--- config.mk ---
export PLATFORM = sky130hd
export DESIGN_NAME = wb_writeback_unit
export DESIGN_NICKNAME = d
export VERILOG_FILES = /design/src/rtl/wb_pkg.sv /design/src/rtl/wb_queue.sv /design/src/rtl/wb_writeback_unit.sv
export SDC_FILE = /design/constraint.sdc
export NUM_CORES = 1
export LEC_CHECK = 0
export BUFFER_PORTS_ARGS = -buffer_cell sky130_fd_sc_hd__buf_2
export CORE_MARGIN = 5
export CORE_UTILIZATION = 59
export CTS_BUF_LIST = sky130_fd_sc_hd__clkbuf_4 sky130_fd_sc_hd__clkbuf_8
export DETAILED_ROUTE_END_ITERATION = 8
export PLACE_DENSITY = 0.91
export SLEW_MARGIN = 40
export SYNTH_ARGS = -nofsm -noshare
export SYNTH_HDL_FRONTEND = slang
export SYNTH_HIERARCHICAL = 1
export SYNTH_SLANG_ARGS = --single-unit
--- constraint.sdc ---
create_clock -name clk -period 10.13 [get_ports clk]
set_input_delay 1.013 -clock clk [delete_from_list [all_inputs] [get_ports clk]]
set_output_delay 1.013 -clock clk [all_outputs]
set_load 0.01 [all_outputs]
--- src/rtl/wb_pkg.sv ---
// Shared types and constants for the register-file write-back unit.
package wb_pkg;

  localparam int unsigned XLEN  = 64;
  localparam int unsigned AW    = 5;
  localparam int unsigned NREGS = 1 << AW;

  typedef struct packed {
    logic [AW-1:0]   rd;
    logic [XLEN-1:0] data;
  } wb_entry_t;

  typedef enum logic {
    SRC_MEM = 1'b0,
    SRC_ALU = 1'b1
  } wb_src_e;

  // Occupancy/pending-counter width able to hold the value DEPTH itself.
  function automatic int unsigned wb_cnt_w(input int unsigned depth);
    return $clog2(depth) + 1;
  endfunction

endpackage

--- src/rtl/wb_queue.sv ---
// Circular write-back queue: dual enqueue (mem slot first, alu second), single pop.
// With WB_BYPASS_EN defined it also exports an age-ordered view of live entries.
module wb_queue
  import wb_pkg::*;
#(
  parameter int unsigned DEPTH = 4
) (
  input  logic                        clk,
  input  logic                        rst,
  input  logic                        i_push_mem,
  input  wb_entry_t                   i_mem_ent,
  input  logic                        i_push_alu,
  input  wb_entry_t                   i_alu_ent,
  input  logic                        i_pop,
  output logic [wb_cnt_w(DEPTH)-1:0]  o_count,
  output wb_entry_t                   o_head
`ifdef WB_BYPASS_EN
  ,
  output logic [DEPTH-1:0]            o_age_valid,
  output wb_entry_t [DEPTH-1:0]       o_age_ent
`endif
);

  localparam int unsigned PW = $clog2(DEPTH);
  localparam int unsigned CW = wb_cnt_w(DEPTH);

  wb_entry_t       r_slot [DEPTH];
  logic [PW-1:0]   r_wr_ptr;
  logic [PW-1:0]   r_rd_ptr;
  logic [CW-1:0]   r_count;

  logic [PW-1:0]   w_alu_ptr;
  logic [PW-1:0]   w_wr_adv;
  logic [CW-1:0]   w_count_nxt;

  // The alu entry lands one slot behind the mem entry when both push.
  always_comb begin
    w_alu_ptr   = r_wr_ptr + PW'(i_push_mem);
    w_wr_adv    = PW'(i_push_mem) + PW'(i_push_alu);
    w_count_nxt = r_count + CW'(i_push_mem) + CW'(i_push_alu) - CW'(i_pop);
  end

  always_ff @(posedge clk) begin
    if (rst) begin
      r_wr_ptr <= '0;
      r_rd_ptr <= '0;
      r_count  <= '0;
    end else begin
      r_wr_ptr <= r_wr_ptr + w_wr_adv;
      r_rd_ptr <= r_rd_ptr + PW'(i_pop);
      r_count  <= w_count_nxt;
    end
  end

  // Payload storage needs no reset: only slots covered by r_count are ever observed.
  always_ff @(posedge clk) begin
    if (i_push_mem) begin
      r_slot[r_wr_ptr] <= i_mem_ent;
    end
    if (i_push_alu) begin
      r_slot[w_alu_ptr] <= i_alu_ent;
    end
  end

  always_comb begin
    o_count = r_count;
    o_head  = r_slot[r_rd_ptr];
  end

`ifdef WB_BYPASS_EN
  // Slot i of the view is the i-th oldest entry; higher index means younger.
  always_comb begin
    o_age_valid = '0;
    o_age_ent   = '0;
    for (int unsigned i = 0; i < DEPTH; i++) begin
      o_age_valid[i] = (CW'(i) < r_count);
      o_age_ent[i]   = r_slot[r_rd_ptr + PW'(i)];
    end
  end
`endif

endmodule

--- src/rtl/wb_writeback_unit.sv ---
// Register-file write-back producer: queues ALU/load results, retires one per cycle,
// and tracks pending writes for RAW hazard queries. WB_BYPASS_EN enables forwarding.
module wb_writeback_unit
  import wb_pkg::*;
#(
  parameter int unsigned DEPTH = 4
) (
  input  logic                        clk,
  input  logic                        rst,
  input  logic                        alu_valid,
  output logic                        alu_ready,
  input  logic [AW-1:0]               alu_rd,
  input  logic [XLEN-1:0]             alu_data,
  input  logic                        mem_valid,
  output logic                        mem_ready,
  input  logic [AW-1:0]               mem_rd,
  input  logic [XLEN-1:0]             mem_data,
  output logic [AW-1:0]               rd_addr,
  output logic [XLEN-1:0]             rd_data,
  output logic                        reg_write,
  input  logic [AW-1:0]               q_rs1_addr,
  input  logic [AW-1:0]               q_rs2_addr,
  output logic                        q_rs1_busy,
  output logic                        q_rs2_busy,
  output logic [XLEN-1:0]             q_rs1_fwd,
  output logic [XLEN-1:0]             q_rs2_fwd,
  output logic [wb_cnt_w(DEPTH)-1:0]  wb_count
);

  localparam int unsigned CW = wb_cnt_w(DEPTH);

  logic [CW-1:0]   w_count;
  wb_entry_t       w_head;
  wb_entry_t       w_mem_ent;
  wb_entry_t       w_alu_ent;
  logic            w_empty;
  logic            w_pop;
  logic [CW-1:0]   w_free;
  logic            w_push_mem;
  logic            w_push_alu;

  logic [CW-1:0]   r_pend     [NREGS];
  logic [CW-1:0]   w_pend_nxt [NREGS];

`ifdef WB_BYPASS_EN
  logic [DEPTH-1:0]      w_age_valid;
  wb_entry_t [DEPTH-1:0] w_age_ent;
`endif

  // Free slots include the entry popped this cycle; mem wins the last slot.
  always_comb begin
    w_empty    = (w_count == '0);
    w_pop      = !w_empty;
    w_free     = CW'(DEPTH) - w_count + CW'(!w_empty);
    mem_ready  = (w_free >= CW'(1));
    alu_ready  = (w_free >= CW'(2)) | ((w_free >= CW'(1)) & !mem_valid);
    w_push_mem = mem_valid & mem_ready & (mem_rd != '0);
    w_push_alu = alu_valid & alu_ready & (alu_rd != '0);
    w_mem_ent  = '{rd: mem_rd, data: mem_data};
    w_alu_ent  = '{rd: alu_rd, data: alu_data};
  end

  wb_queue #(
    .DEPTH (DEPTH)
  ) u_queue (
    .clk         (clk),
    .rst         (rst),
    .i_push_mem  (w_push_mem),
    .i_mem_ent   (w_mem_ent),
    .i_push_alu  (w_push_alu),
    .i_alu_ent   (w_alu_ent),
    .i_pop       (w_pop),
    .o_count     (w_count),
    .o_head      (w_head)
`ifdef WB_BYPASS_EN
    ,
    .o_age_valid (w_age_valid),
    .o_age_ent   (w_age_ent)
`endif
  );

  // A write in the reset cycle is suppressed so discarded entries never reach the file.
  always_comb begin
    reg_write = w_pop & !rst;
    rd_addr   = w_head.rd;
    rd_data   = w_head.data;
    wb_count  = w_count;
  end

  // Pending-write counters; same-cycle enqueue and pop on one register cancel.
  always_comb begin
    for (int unsigned r = 0; r < NREGS; r++) begin
      w_pend_nxt[r] = r_pend[r]
                    + CW'(w_push_mem && (mem_rd == AW'(r)))
                    + CW'(w_push_alu && (alu_rd == AW'(r)))
                    - CW'(w_pop && (w_head.rd == AW'(r)));
    end
  end

  always_ff @(posedge clk) begin
    if (rst) begin
      for (int unsigned r = 0; r < NREGS; r++) begin
        r_pend[r] <= '0;
      end
    end else begin
      for (int unsigned r = 0; r < NREGS; r++) begin
        r_pend[r] <= w_pend_nxt[r];
      end
    end
  end

  always_comb begin
    q_rs1_busy = (r_pend[q_rs1_addr] != '0);
    q_rs2_busy = (r_pend[q_rs2_addr] != '0);
  end

`ifdef WB_BYPASS_EN
  // Walk oldest to youngest so the youngest match is the one left standing.
  always_comb begin
    q_rs1_fwd = '0;
    q_rs2_fwd = '0;
    for (int unsigned i = 0; i < DEPTH; i++) begin
      if (w_age_valid[i] && (w_age_ent[i].rd == q_rs1_addr)) begin
        q_rs1_fwd = w_age_ent[i].data;
      end
      if (w_age_valid[i] && (w_age_ent[i].rd == q_rs2_addr)) begin
        q_rs2_fwd = w_age_ent[i].data;
      end
    end
  end
`else
  always_comb begin
    q_rs1_fwd = '0;
    q_rs2_fwd = '0;
  end
`endif

endmodule

==> results of run 1 <==
synth_stat cells, types with 3 or more instances:
library cell,n
mux2i_1,3
buf_4,137
nor2_1,137
buf_1,6
clkbuf_1,27
dfxtp_1,103
nor2b_1,50
a211oi_1,5
o21ai_0,6
mux4_2,81
inv_1,139
o41ai_1,3
nand2_1,69
nor3_1,31
mux2_1,145
mux2_2,131
a21oi_1,13
nor4b_1,3
a31oi_1,3
nand3_1,11
edfxtp_1,276
buf_2,33
xnor2_1,69
ha_1,37
nor4_1,9
fa_1,67
nand2b_1,8
layout make-up:
class                      count  area share, %
sequential                   379           43.5
clock inverter                33          0.747
antenna                        8         0.0841
tap                          461           2.42
multi-input combinational   1043           41.2
timing repair buffer         243           5.63
inverter                     139           2.19
clock buffer                  81           4.21
state kept, by name, indices dropped and copies added, names as in the netlist:
name              count
u_queue/o_count       3
u_queue/r_wr_ptr      2
r_pend               96
u_queue/r_slot      276
u_queue/r_rd_ptr      2
worst max-delay path, stage by stage (launching register included):
cell and delay (ps):
dfxtp_1 350, nor3_1 520, ha_1 270, inv_1 50
ha_1 180, xor2_1 210, o31ai_1 320, a21oi_2 170
ha_1 290, xnor2_1 610, and3_4 480, a31o_4 260
buf_6 510
path summary, 6_finish.rpt:
| kind | endpoint | slack [ps] | cells after the start |
|---|---|---|---|
| max reg2reg | u_queue/r_slot[1][11]$_DFFE_PP_ | 5400 | 12 |
| min reg2reg | r_pend[22][2]$_SDFF_PP0_ | 530 | 2 |
| min | r_pend[22][2]$_SDFF_PP0_ | 530 | 2 |
| max | u_queue/r_slot[1][11]$_DFFE_PP_ | 5400 | 12 |
stage by stage:
step / hold slack, ps / area, um^2 / power, uW
floorplan: 485 / 21900 / 4600
global placement: 504 / 22500 / 5350
detailed placement: 514 / 22600 / 5510
CTS: 537 / 23800 / 6830
global route: 566 / 23800 / 7170
finish: 532 / 23800 / 6830
per-layer routing:
metal / part of all wire, % / track usage [%]
met1: 35 / 30.9
met2: 50 / 43.8
met3: 11 / 8.06
met4: 3.7 / 10.9
met5: 0.34 / 0
power by group through the flow:
stage	Sequential, uW	Combinational (uW)	Clock, uW
after floorplan	2610	2000	0
final	2650	2890	1290
after global placement	2660	2690	0
after detailed placement	2670	2840	0
after CTS	2650	2870	1310
after global routing	2700	3090	1380
kinds of logic (layout without fill, tap and decap cells):
group | after synthesis | count (layout)
compound gates | 49 | 49
xor+xnor | 70 | 70
fa+ha+maj | 104 | 104
buf+inv | 344 | 496
flops | 379 | 379
mux | 360 | 360
other cells | 2 | 138
simple gates | 330 | 330
==> metrics.csv, run 1 <==
metric,value,unit
run_status,completed,
clkPwrFrac,18.9,%
dp.cells,2265,
drive_above_1_share,29.2,%
netlist.area_leader.share,38.7,%
crit_arrival,5010,ps
max_freq,211,MHz
syn-instance-count,1638,
start_util,60.0,%
area_growth_syn_to_layout,11.0,%
yosysWarningCount,6,
instances_no_fill,2387,
grt_use_total,25.9,%
dp_slack,5240,ps
end_kind,register,
hp-class,reg2reg,
skew,51.2,ps
yosys-top-cells-area,"edfxtp_1 (39%), dfxtp_1 (9.6%), mux4_2 (8.5%), mux2_1 (7.6%), mux2_2 (6.9%)",
first_pass_iters,5,
synth-xor-area-share,2.86,%
drt-initial-drc-count,1172,
timing.final.crit_period,4730,ps
cts_tree,built,
cts_buffers,60,
ir_worst_vdd,0.000239,V
coreArea,35700,um^2
synthMuxAreaShare,23.1,%
maxCapViolations,0,
p_int,4310,uW
placementRows,69,
clock-sinks,379,
h-tree-depth,2,
power.leakage,0.00869,uW
antenna_found_initial,21,
cts-hold-fix-buffers,0,
setup.worst_path.start,u_queue/o_count[1]$_SDFF_PP0_,
power.density,287,nW/um^2
fin_ws,5400,ps
slew_headroom,40.8,%
worst_slew_pin_slew,886,ps
cp-start-kind,register,
grt_pass1_wl,82500,um
first_global_vias,14757,
place_congestion,0.903,
yosys.area_share.adder,8.42,%
drc_errors,0,
root_buffer,clkbuf_8,
ys.flop_type,edfxtp_1,
dp_hpwl,35700,um
worstHoldStart,r_pend[22][2]$_SDFF_PP0_,
die-area,40300,um^2
synth_edf_count,276,
synth-simple-area-share,7.05,%
fp.dieH,201,um
ys_ff_latch,379,
synth_area_leader_cell,edfxtp_1,
clock_latency,690,ps
grt_max_degree,104,
die_w,201,um
drt-wirelength-per-cell,22.4,um
num_vias,13860,
share_comb_of_total_power,42.3,%
final_common_cell,edfxtp_1,
synthArstFlopShare,0,%
post_cts_buffers,0,
routed_wl,53400,um
clkTransAtPathRegs,70,ps
timing.rr.start,u_queue/o_count[1]$_SDFF_PP0_,
ant_nets,0,
cp_data_required_time,10410,ps
clockBufferDepth,3,
fillers,2439,
rsz0062_at_grt,no,
synth_top_family_by_area,multiplexers,
multi_input_area,9800,um^2
num_io_pins,357,
netlist_area,21400,um^2
crit_fanout,59,
ys_seq_area_share,48.3,%
syn_avg_cell_area,13.1,um^2
setup_viol,0,
p_switching,2520,uW
setup_tns,0,ps
drt-vias-per-instance,5.81,
final_cell_mix,"edfxtp_1 (276), buf_2 (227), mux2_1 (145)",
cts_resized,0,
grt-ovfl-total,0,
regArea,10400,um^2
path_class,reg2reg,
slew_viol_final,0,
p_seq_share,38.9,%
postLayoutCoreUtil,66.6,%
ys_types,53,
min_period_over_period,46.7,%
synth-compound-area-share,1.58,%
io_buffers,228,
hold_viol,0,
p_sw_share,36.9,%
nNetsFinal,2122,
No activity file was read; power rests on OpenSTA's default activity.
==> inputs of run 2 (changes only) <==
- CORE_UTILIZATION: 59 -> 53
- PLACE_DENSITY: 0.91 -> 0.87
- clock period: 10.13 -> 4.1 ns (I/O delays scaled with it)
==> run 2 against run 1 <==
Against the previous run:
- routed wire length shrank 2.5%
- worst hold slack lost 470 ps
- register-to-register slack lost 5200 ps
- critical path depth is the same
- count of clock-buffer cells in the layout grew 5
- total power grew to 2.5 times the previous value
- largest power group unchanged
- maximum frequency grew 22%
- final area grew 1.3%
- first-iteration DRC count grew 5.4%
- flip-flop and latch count is the same
- sequential share of layout area shrank 0.57 points
- global-route usage shrank 2.9 points
- critical path type unchanged
==> metrics.csv, run 2 (synthesis results as in run 1) <==
metric,value,unit
run_status,completed,
setup_tns,0,ps
power.leakage,0.00882,uW
path_class,reg2reg,
io_buffers,228,
clockBufferDepth,3,
cts_buffers,61,
maxCapViolations,0,
grt_use_total,23.0,%
place_congestion,0.927,
clock-sinks,379,
cts_tree,built,
grt_pass1_wl,80200,um
cp-start-kind,register,
max_freq,258,MHz
fp.dieH,211,um
drc_errors,0,
cp_data_required_time,4490,ps
whs,62.9,ps
dp_hpwl,35100,um
placementRows,73,
coreArea,39900,um^2
largest_reg_flops,276,
r2r_cells,12,
first_pass_iters,5,
drt-vias-per-instance,5.52,
h-tree-depth,2,
fillers,2993,
die_w,211,um
ant_nets,0,
routed_wl,52100,um
hp-class,in2reg,
timing.final.crit_period,3870,ps
power.density,711,nW/um^2
worstHoldStart,alu_data[14],
num_io_pins,357,
root_buffer,clkbuf_8,
top_register,u_queue/r_slot,
drive_above_1_share,30.1,%
clock_latency,680,ps
slew_headroom,45.6,%
hold_viol,0,
antenna_found_initial,15,
start_util,53.7,%
nNetsFinal,2133,
final_cell_mix,"edfxtp_1 (276), buf_2 (227), mux2_1 (145)",
drt-initial-drc-count,1235,
ir_worst_vdd,0.000459,V
clkTransAtPathRegs,70,ps
rsz0062_at_grt,no,
area_growth_syn_to_layout,12.5,%
first_global_vias,14478,
crit_fanout,24,
worst_slew_pin_slew,814,ps
num_vias,13548,
setup_viol,0,
post_cts_buffers,0,
die-area,44600,um^2
setup.worst_path.start,u_queue/o_count[2]$_SDFF_PP0_,
grt-ovfl-total,0,
skew,33.5,ps
cts-hold-fix-buffers,0,
timing.rr.start,u_queue/o_count[2]$_SDFF_PP0_,
final_common_cell,edfxtp_1,
crit_arrival,4260,ps
hold_path_depth,2,
cts_resized,0,
min_period_over_period,94.4,%
drt-wirelength-per-cell,21.2,um
end_kind,register,
grt_max_degree,70,
slew_viol_final,0,
run 2: stage by stage:
step	worst slack [ps]	cells	instance area, um^2	power [uW]	util (%)
after global placement	284	2339	22800	13500	57.2
after floorplan	-339	1766	21900	11300	-
after CTS	176	2445	24100	17200	60.3
final	231	2454	24100	17100	60.4
after detailed placement	217	2339	22800	13800	57.2
after global routing	23.0	2449	24100	18100	60.4
run 2: area by class of cell:
type                            count  area [um^2]  share of cell area, %
Antenna cell                        9         22.5                 0.0934
Clock buffer                       86         1090                   4.52
Clock inverter                     20          166                  0.690
Inverter                          139          522                   2.16
Multi-Input combinational cell   1043         9800                   40.7
Sequential cell                   379        10400                   43.0
Tap cell                          525          657                   2.72
Timing Repair Buffer              253         1490                   6.20
run 2: report_power, final:
part           internal, uW  total (uW)  switching (uW)
clock network          1840        3360            1520
logic                  3240        7280            4040
registers              5900        6490             595
total                 11000       17100            6160
run 2: path summary, 6_finish.rpt:
check | endpoint | slack (ps)
worst max register to register | u_queue/r_slot[1][3]$_DFFE_PP_ | 230
worst min register to register | r_pend[22][2]$_SDFF_PP0_ | 540
worst min-delay path | u_queue/r_slot[2][14]$_DFFE_PP_ | 60
worst max-delay path | u_queue/r_slot[1][3]$_DFFE_PP_ | 230
run 2: worst max-delay path, cell delays in order (launching register included):
cell,delay [ps]
dfxtp_1,370
nor3_1,310
ha_1,220
inv_1,50
ha_1,220
xor2_2,220
o31ai_1,440
a21oi_1,120
ha_1,260
xnor2_2,340
and3_4,280
buf_4,360
mux2_1,380
run 2: routing by layer:
layer | track usage, % | part of all wire (%) | vias to the layer above
met1 | 28.7 | 38 | 6795
li1 | - | - | 6034
met4 | 7.76 | 2.8 | 12
met2 | 38.5 | 50 | 586
met3 | 6.97 | 9.8 | 121
met5 | 0 | 0.14 | -
==> inputs of run 3 (changes only) <==
- ABC_AREA: unset -> 1
- CORE_UTILIZATION: 53 -> 54
==> run 3 against run 2 <==
Against the previous run:
- die area increased by 5.9%
- total power increased by 9.7%
- worst hold slack got worse by 33 ps
- combinational power increased by 22%
- clock skew increased by 21 ps
- maximum frequency decreased by 0.62%
- register-to-register slack got worse by 20 ps
- setup slack got worse by 24 ps
- critical path type unchanged
- largest power group unchanged
- highest routed layer unchanged
==> metrics.csv, run 3 <==
metric,value,unit
max_freq,257,MHz
die-area,47200,um^2
clock_latency,710,ps
num_vias,21314,
skew,54.6,ps
whs,29.5,ps
reg2reg_to,u_queue/r_slot[1][27]$_DFFE_PP_,
whs_endpoint,u_queue/r_slot[2][28]$_DFFE_PP_,
fp.dieH,217,um
coreArea,42800,um^2
grt_pass1_wl,105000,um
top_register,u_queue/r_slot,
slew_viol_final,0,
hold_viol,0,
drt-wirelength-per-cell,17.7,um
h-tree-depth,2,
synth_common_cells,"nand2_1 (988), nor2_1 (378), edfxtp_1 (276), inv_1 (226)",
timing.rr.start,u_queue/o_count[2]$_SDFF_PP0_,
dp_hpwl,40500,um
ys_types,30,
setup_viol,0,
run_status,completed,
first_pass_iters,6,
post-synth-top-count-cell,nand2_1,
area_growth_syn_to_layout,15.6,%
r2r_slack,210,ps
ant_nets,0,
root_buffer,clkbuf_8,
grt_max_degree,113,
io_buffers,228,
synth_area_leader_cell,edfxtp_1,
worst_slew_pin_slew,860,ps
start_util,54.2,%
timing.final.crit_period,3890,ps
clock-sinks,379,
power.density,701,nW/um^2
hold_path_depth,3,
slew_headroom,42.3,%
cts_tree,built,
instances_no_fill,3859,
nNetsFinal,3520,
grt-ovfl-total,0,
cts_buffers,60,
worstHoldStart,mem_data[28],
netlist_area,23200,um^2
clockBufferDepth,3,
hp-class,in2reg,
end_kind,register,
crit_arrival,4460,ps
routed_wl,68500,um
ys_ff_latch,379,
antenna_found_initial,7,
final_common_cell,nand2_1,
drive_above_1_share,13.4,%
syn_avg_cell_area,7.82,um^2
min_period_over_period,94.9,%
die_w,217,um
placementRows,76,
ys_seq_area_share,44.6,%
syn-instance-count,2965,
synth_edf_count,276,
drc_errors,0,
num_io_pins,357,
final_cell_mix,"nand2_1 (984), nor2_1 (378), edfxtp_1 (276)",
cp_data_required_time,4670,ps
ir_worst_vdd,0.000517,V
place_congestion,0.975,
grt_use_total,27.8,%
r2r_cells,17,
drt-vias-per-instance,5.52,
cp-start-kind,register,
path_class,reg2reg,
maxCapViolations,0,
drt-initial-drc-count,2725,
yosys-top-cells-area,"edfxtp_1 (36%), nand2_1 (16%), dfxtp_1 (8.9%), nor2_1 (6.1%), fa_1 (5.8%)",
crit_fanout,69,
first_global_vias,20286,
yosysWarningCount,6,
largest_reg_flops,276,
clkTransAtPathRegs,70,ps
netlist.area_leader.share,35.7,%
power.leakage,0.0120,uW
dp.cells,3625,
synthArstFlopShare,0,%
ys.flop_type,edfxtp_1,
-- run 3: how the worst max path moves through the flow --
stage	start	endpoint	slack (ps)	depth (start not counted)
floorplan	u_queue/o_count[2]$_SDFF_PP0_	u_queue/r_slot[2][0]$_DFFE_PP_	-1200	11
global placement	u_queue/r_rd_ptr[0]$_SDFF_PP0_	r_pend[0][1]$_SDFF_PP0_	520	13
detailed placement	u_queue/r_rd_ptr[0]$_SDFF_PP0_	r_pend[0][1]$_SDFF_PP0_	420	13
CTS	u_queue/o_count[2]$_SDFF_PP0_	u_queue/r_slot[3][33]$_DFFE_PP_	30	19
global route	u_queue/o_count[2]$_SDFF_PP0_	u_queue/r_slot[3][41]$_DFFE_PP_	-0.3	19
finish	u_queue/o_count[2]$_SDFF_PP0_	u_queue/r_slot[1][27]$_DFFE_PP_	210	17
-- run 3: critical path, cell delays in order (launching register included) --
cell and delay (ps):
dfxtp_1 350, nor3_2 290, ha_1 210, inv_1 40, ha_1 180, xor2_1 170
nor2_2 170, nand2_2 90, nand3_2 100, inv_2 80, ha_1 340, nand2_1 240
inv_1 130, nand2_2 160, buf_16 370, nand2_1 90, nand2_1 100, dlygate4sd3_1 590
-- run 3: kinds of logic (layout without fill, tap and decap cells) --
group,after synthesis,in the layout,synth area share (%)
XOR/XNOR,35,35,1.32
buffers and inverters,514,727,11.3
adder cells (fa/ha/maj),104,104,7.78
AND/OR/NAND/NOR,1648,1648,28.8
AO/OA/AOI/OAI,283,283,6.15
other,2,137,0.0324
flip-flops,379,379,44.6
-- run 3: what timing repair did --
action                     in CTS  in global routing
setup buffers                   0                  3
setup endpoints to repair       0                 21
gates resized for setup         0                  3
hold endpoints to repair      168                  0
hold buffers                  119                  0
-- run 3: metrics by stage --
stage	util, %	setup TNS [ps]	worst slack (ps)	total power [uW]	area, um^2
2_1_floorplan	-	-330100	-1200	12000	23700
4_1_cts	62.5	0	28.4	18500	26700
6_report	62.6	0	207	18800	26800
3_5_place_dp	56.8	0	417	14900	24300
5_1_grt	62.6	-0.255	-0.255	19900	26800
3_3_place_gp	56.7	0	523	14600	24300
-- run 3: routing by layer --
metal / wire (um) / track usage (%)
met3: 8910 / 6.66
met4: 3850 / 14.8
met5: 20 / 0
met2: 31500 / 45.0
met1: 24200 / 34.9
-- run 3: layout make-up --
cell class	count	area (um^2)
multi-input cells	2200	10800
clock buffers	81	1010
flip-flops and latches	379	10400
well taps	546	683
repair buffers	392	2880
clock inverters	23	210
inverters	231	871
fillers	3378	16000
diodes	7	17.5
-- run 3: power breakdown --
group / switching [uW] / internal, uW / total, uW
registers: 563 / 5980 / 6540
clock network: 1600 / 1800 / 3400
logic: 6060 / 2810 / 8860
total: 8220 / 10600 / 18800
